File: config.mk
export PLATFORM = sky130hd
export DESIGN_NAME = pc_ifid_stage
export DESIGN_NICKNAME = d
export VERILOG_FILES = /design/src/rtl/pc_ifid_stage.sv
export SDC_FILE = /design/constraint.sdc
export NUM_CORES = 1
export LEC_CHECK = 0
export BUFFER_PORTS_ARGS = -buffer_cell sky130_fd_sc_hd__buf_2
export CAP_MARGIN = 30
export CORE_MARGIN = 5
export CORE_UTILIZATION = 50
export DETAILED_ROUTE_END_ITERATION = 8
export PLACE_DENSITY = 0.8
export SLEW_MARGIN = 0
export SYNTH_ARGS = -nofsm -noshare
export SYNTH_HDL_FRONTEND = slang
export SYNTH_SLANG_ARGS = --single-unit
File: constraint.sdc
create_clock -name CLK -period 3.3 [get_ports CLK]
set_input_delay 0.33 -clock CLK [delete_from_list [all_inputs] [get_ports CLK]]
set_output_delay 0.33 -clock CLK [all_outputs]
set_load 0.03 [all_outputs]
File: src/rtl/pc_ifid_stage.sv
// pc_ifid_stage: program counter and IF/ID pipeline register with a small
// BOOT/RUN/STALL controller. The PC addresses instruction memory directly
// (combinational read) and the fetched word is latched into IF/ID one edge later.
// Optional feature macro: PC_IFID_STALL_COUNTER_EN enables a saturating
// 16-bit counter of cycles in which the PC was held by the hazard unit.
module pc_ifid_stage #(
    parameter logic [31:0] RESET_PC = 32'h0000_0000
) (
    input  logic        CLK,
    input  logic        RESET,
    input  logic        I_PC_WRITE,
    input  logic        I_IFID_WRITE,
    input  logic        I_BRANCH_TAKEN,
    input  logic [31:0] I_BRANCH_TARGET,
    input  logic [31:0] I_IMEM_DATA,
    output logic [31:0] O_IMEM_ADDR,
    output logic [31:0] O_IFID_INSTR,
    output logic [31:0] O_IFID_PC4,
    output logic        O_IFID_VALID,
    output logic [4:0]  O_IFID_RS,
    output logic [4:0]  O_IFID_RT,
    output logic        O_STALLED,
    output logic [15:0] O_STALL_COUNT
);

    typedef enum logic [1:0] {
        BOOT  = 2'd0,
        RUN   = 2'd1,
        STALL = 2'd2
    } state_t;

    state_t      r_state;
    state_t      w_state_next;
    logic [31:0] r_pc;
    logic [31:0] r_ifid_instr;
    logic [31:0] r_ifid_pc4;
    logic        r_ifid_valid;
    logic [31:0] w_pc_plus4;
    logic [31:0] w_branch_pc;
    logic        w_active;

    // PC+4 wraps naturally modulo 2^32; branch targets are forced word-aligned.
    assign w_pc_plus4  = r_pc + 32'd4;
    assign w_branch_pc = {I_BRANCH_TARGET[31:2], 2'b00};
    // BOOT is a one-cycle settle: nothing but the state register moves.
    assign w_active    = (r_state != BOOT);

    // State register.
    always_ff @(posedge CLK or posedge RESET) begin
        if (RESET) begin
            r_state <= BOOT;
        end else begin
            r_state <= w_state_next;
        end
    end

    // Next-state logic: STALL only when both enables drop, leave only when both return.
    always_comb begin
        w_state_next = r_state;
        case (r_state)
            BOOT:    w_state_next = RUN;
            RUN:     if (!I_PC_WRITE && !I_IFID_WRITE) w_state_next = STALL;
            STALL:   if (I_PC_WRITE && I_IFID_WRITE)   w_state_next = RUN;
            default: w_state_next = BOOT;
        endcase
    end

    // PC update: hold beats redirect, redirect beats sequential increment.
    always_ff @(posedge CLK or posedge RESET) begin
        if (RESET) begin
            r_pc <= RESET_PC;
        end else if (w_active && I_PC_WRITE) begin
            r_pc <= I_BRANCH_TAKEN ? w_branch_pc : w_pc_plus4;
        end
    end

    // IF/ID update: hold beats flush, flush beats load of the fetched word.
    always_ff @(posedge CLK or posedge RESET) begin
        if (RESET) begin
            r_ifid_instr <= 32'h0000_0000;
            r_ifid_pc4   <= 32'h0000_0000;
            r_ifid_valid <= 1'b0;
        end else if (w_active && I_IFID_WRITE) begin
            if (I_BRANCH_TAKEN) begin
                r_ifid_instr <= 32'h0000_0000;
                r_ifid_pc4   <= 32'h0000_0000;
                r_ifid_valid <= 1'b0;
            end else begin
                r_ifid_instr <= I_IMEM_DATA;
                r_ifid_pc4   <= w_pc_plus4;
                r_ifid_valid <= 1'b1;
            end
        end
    end

`ifdef PC_IFID_STALL_COUNTER_EN
    logic [15:0] r_stall_count;

    // Count held-PC cycles outside BOOT, saturating; only reset clears it.
    always_ff @(posedge CLK or posedge RESET) begin
        if (RESET) begin
            r_stall_count <= 16'h0000;
        end else if (w_active && !I_PC_WRITE && (r_stall_count != 16'hFFFF)) begin
            r_stall_count <= r_stall_count + 16'd1;
        end
    end

    assign O_STALL_COUNT = r_stall_count;
`else
    assign O_STALL_COUNT = 16'h0000;
`endif

    assign O_IMEM_ADDR  = r_pc;
    assign O_IFID_INSTR = r_ifid_instr;
    assign O_IFID_PC4   = r_ifid_pc4;
    assign O_IFID_VALID = r_ifid_valid;
    // Register fields are masked when the slot is a bubble so the hazard unit sees no sources.
    assign O_IFID_RS    = r_ifid_valid ? r_ifid_instr[25:21] : 5'd0;
    assign O_IFID_RT    = r_ifid_valid ? r_ifid_instr[20:16] : 5'd0;
    assign O_STALLED    = (r_state == STALL);

endmodule

==> results_dict.tcl <==
set metrics [dict create \
    outcome "finished clean" \
    cts_buffers 9 \
    cp_data_required_time_ps 3560 \
    clock_sinks 96 \
    cts.clk_slew.worst_paths_ps 100 \
    final.period_utilization_pct 63.5 \
    setup_viol 0 \
    cp-startpoint "O_IMEM_ADDR[2]" \
    final_core_utilization_pct 62.8 \
    io_buffers 172 \
    grt_pass1_vias 4396 \
    crit_type "reg -> reg" \
    viasPerCell 5.44 \
    dpl.hpwl_mm 10.1 \
    cp-end-kind "flip-flop" \
    regArea_mm2 0.00240 \
    post-route-drc-count 0 \
    crit_path_start_kind "flip-flop" \
    layout-drive-gt1-share_pct 29.9 \
    synth_top_area_share_pct 47.6 \
    dp_cells 832 \
    tightest_slew_ps 875 \
    clk_latency_ps 360 \
    clockBufferDepth 2 \
    drt-pass1-iter-count 5 \
    n_antenna_cell 0 \
    ys.flop_type "dfrtp_1" \
    cts-root-buf "clkbuf_8" \
    syn_inst 562 \
    yosysMostFrequentCell "nand2_1" \
    final_cells 848 \
    r2r_slack_ps 1200 \
    cts_tree "yes" \
    clock.fmax_mhz 477 \
    synthArstFlopShare_pct 100 \
    maxSlewViolCount 0 \
    crit_fanout 7 \
    finalSetupTns_ps 0 \
    crit_path_end "O_IMEM_ADDR[30]" \
    synthDistinctLibCells 49 \
    grt_overflow 0 \
    antenna_found_initial 0 \
    syn_area_mm2 0.00505 \
    fillers 860 \
    period_minus_slack_ps 2100 \
    synth_seq_area_share_pct 47.6 \
    r2r-start "O_IMEM_ADDR[2]" \
    cts.repair.resized 0 \
    hold_viol 0 \
    ys_top_cells_by_area "dfrtp_1, nand2_1, o21ai_0, buf_4, xnor2_1" \
    yosys.area.top_type "dfrtp_1" \
    skew_ps 13.5 \
    drt_iter0_drc 431 \
    num_rows 36 \
    grt_pass1_wl_mm 22.7 \
    num_vias 4617 \
    grt_util_all_layers_pct 22.5 \
    area_growth_pct 22.1 \
    grt_max_degree 114 \
    io_pins 193 \
    synth-edff-count 0 \
    p_leak_uw 0.00301 \
    ant_nets 0 \
    relSlewSlack_pct 41.6 \
    power_density_mw_per_mm2 907 \
    synth_area_per_cell_um2 8.98 \
    place.gp.congestion 0.868 \
    hold_class "in -> reg" \
    arrival_ps 2350 \
    dieArea_mm2 0.0122 \
    synth_seq_cells 96 \
    drv_cap 0 \
    die_w_um 110 \
    h-tree-depth 3 \
    multiInputGateArea_mm2 0.00241 \
    ir_drop_uv 541 \
    wl_per_cell_um 16.5 \
    routed_wl_mm 14.0 \
    die_y_um 110 \
    reg2reg_depth 6 \
    yosys_warnings 0 \
    core_area_mm2 0.00982 \
    r2r-end "O_IMEM_ADDR[30]" \
    grt_setup_unrepaired "false" \
    synth_common_cells "nand2_1, dfrtp_1, o21ai_0" \
    start_util_pct 51.4 \
    final_nets 781 \
]
==> flip-flops by register name, indices dropped and copies added, names as in the netlist <==
register,flops
O_IFID_INSTR,32
O_IFID_PC4,31
r_state,2
O_IMEM_ADDR,30
O_IFID_VALID,1
==> cell families after synthesis <==
kind of cell             count (synthesis)  synth area share (%)
AO/OA/AOI/OAI                          128                  15.2
multiplexers                            11                  2.21
buffers and inverters                   62                  6.27
AND/OR/NAND/NOR                        236                  23.7
flip-flops                              96                  47.6
XOR/XNOR                                27                  4.69
other                                    1                0.0743
adder cells (fa/ha/maj)                  1                 0.248
==> cell type report <==
class,count,share of cell area (%)
Tap cell,133,2.70
Sequential cell,96,39.0
Inverter,3,0.223
Clock inverter,5,1.32
Timing Repair Buffer,180,15.5
Multi-Input combinational cell,421,39.1
Clock buffer,10,2.23
==> cell usage in the layout (no fill, tap or decap), drive strengths merged, types with 11 or more instances in the layout <==
| cell type | n |
|---|---|
| buf | 179 |
| o31ai | 13 |
| nand2 | 131 |
| and3 | 11 |
| conb | 18 |
| nor2 | 13 |
| dfrtp | 96 |
| and2 | 14 |
| nand3 | 24 |
| a21oi | 17 |
| xnor2 | 17 |
| nor3 | 14 |
| o22ai | 16 |
| o21ai | 59 |
==> power by group <==
group / switching (uW) / total (uW) / internal [uW]
Sequential: 507 / 2110 / 1600
Clock: 411 / 855 / 444
Combinational: 1810 / 2620 / 813
==> critical path, cell delays in order, from the launching register on <==
cell     delay, ps
dfrtp_1        450
ha_1           360
and3_1         240
nand2_2        160
nor4_2         460
nor3b_1        100
a211o_1        240
==> worst min-delay path by stage <==
stage,from,endpoint,slack [ps],cells past startpoint
after floorplan,I_BRANCH_TARGET[16],O_IMEM_ADDR[16],470,2
after global placement,O_IFID_PC4[7],O_IFID_PC4[7],460,2
after detailed placement,RESET,O_IFID_INSTR[13],370,2
after CTS,I_BRANCH_TARGET[12],O_IMEM_ADDR[12],190,3
after global routing,I_BRANCH_TARGET[12],O_IMEM_ADDR[12],190,3
final,I_IMEM_DATA[7],O_IFID_INSTR[7],210,3
==> routing by layer <==
layer	up-vias	global-route usage, %	part of all wire [%]
li1	2205	-	-
met1	2137	30.7	44
met2	245	34.7	45
met3	30	5.69	9.3
met4	0	8.37	2.2
met5	-	0	0
==> timing repair <==
item                                   in CTS  in global routing
hold buffers                                1                  0
buffers inserted                            0                  0
endpoints found under the hold margin      33                  0
==> per-stage QoR <==
step           hold slack, ps  instance area [um2]  total power [uW]  worst slack [ps]
2_1_floorplan             465                 5110              3920               465
3_3_place_gp              457                 5910              4660              1340
3_5_place_dp              374                 5940              4750              1270
4_1_cts                   189                 6160              5610              1210
5_1_grt                   195                 6160              5920              1090
6_report                  208                 6160              5590              1200
Power figures use the tool's default switching activity.
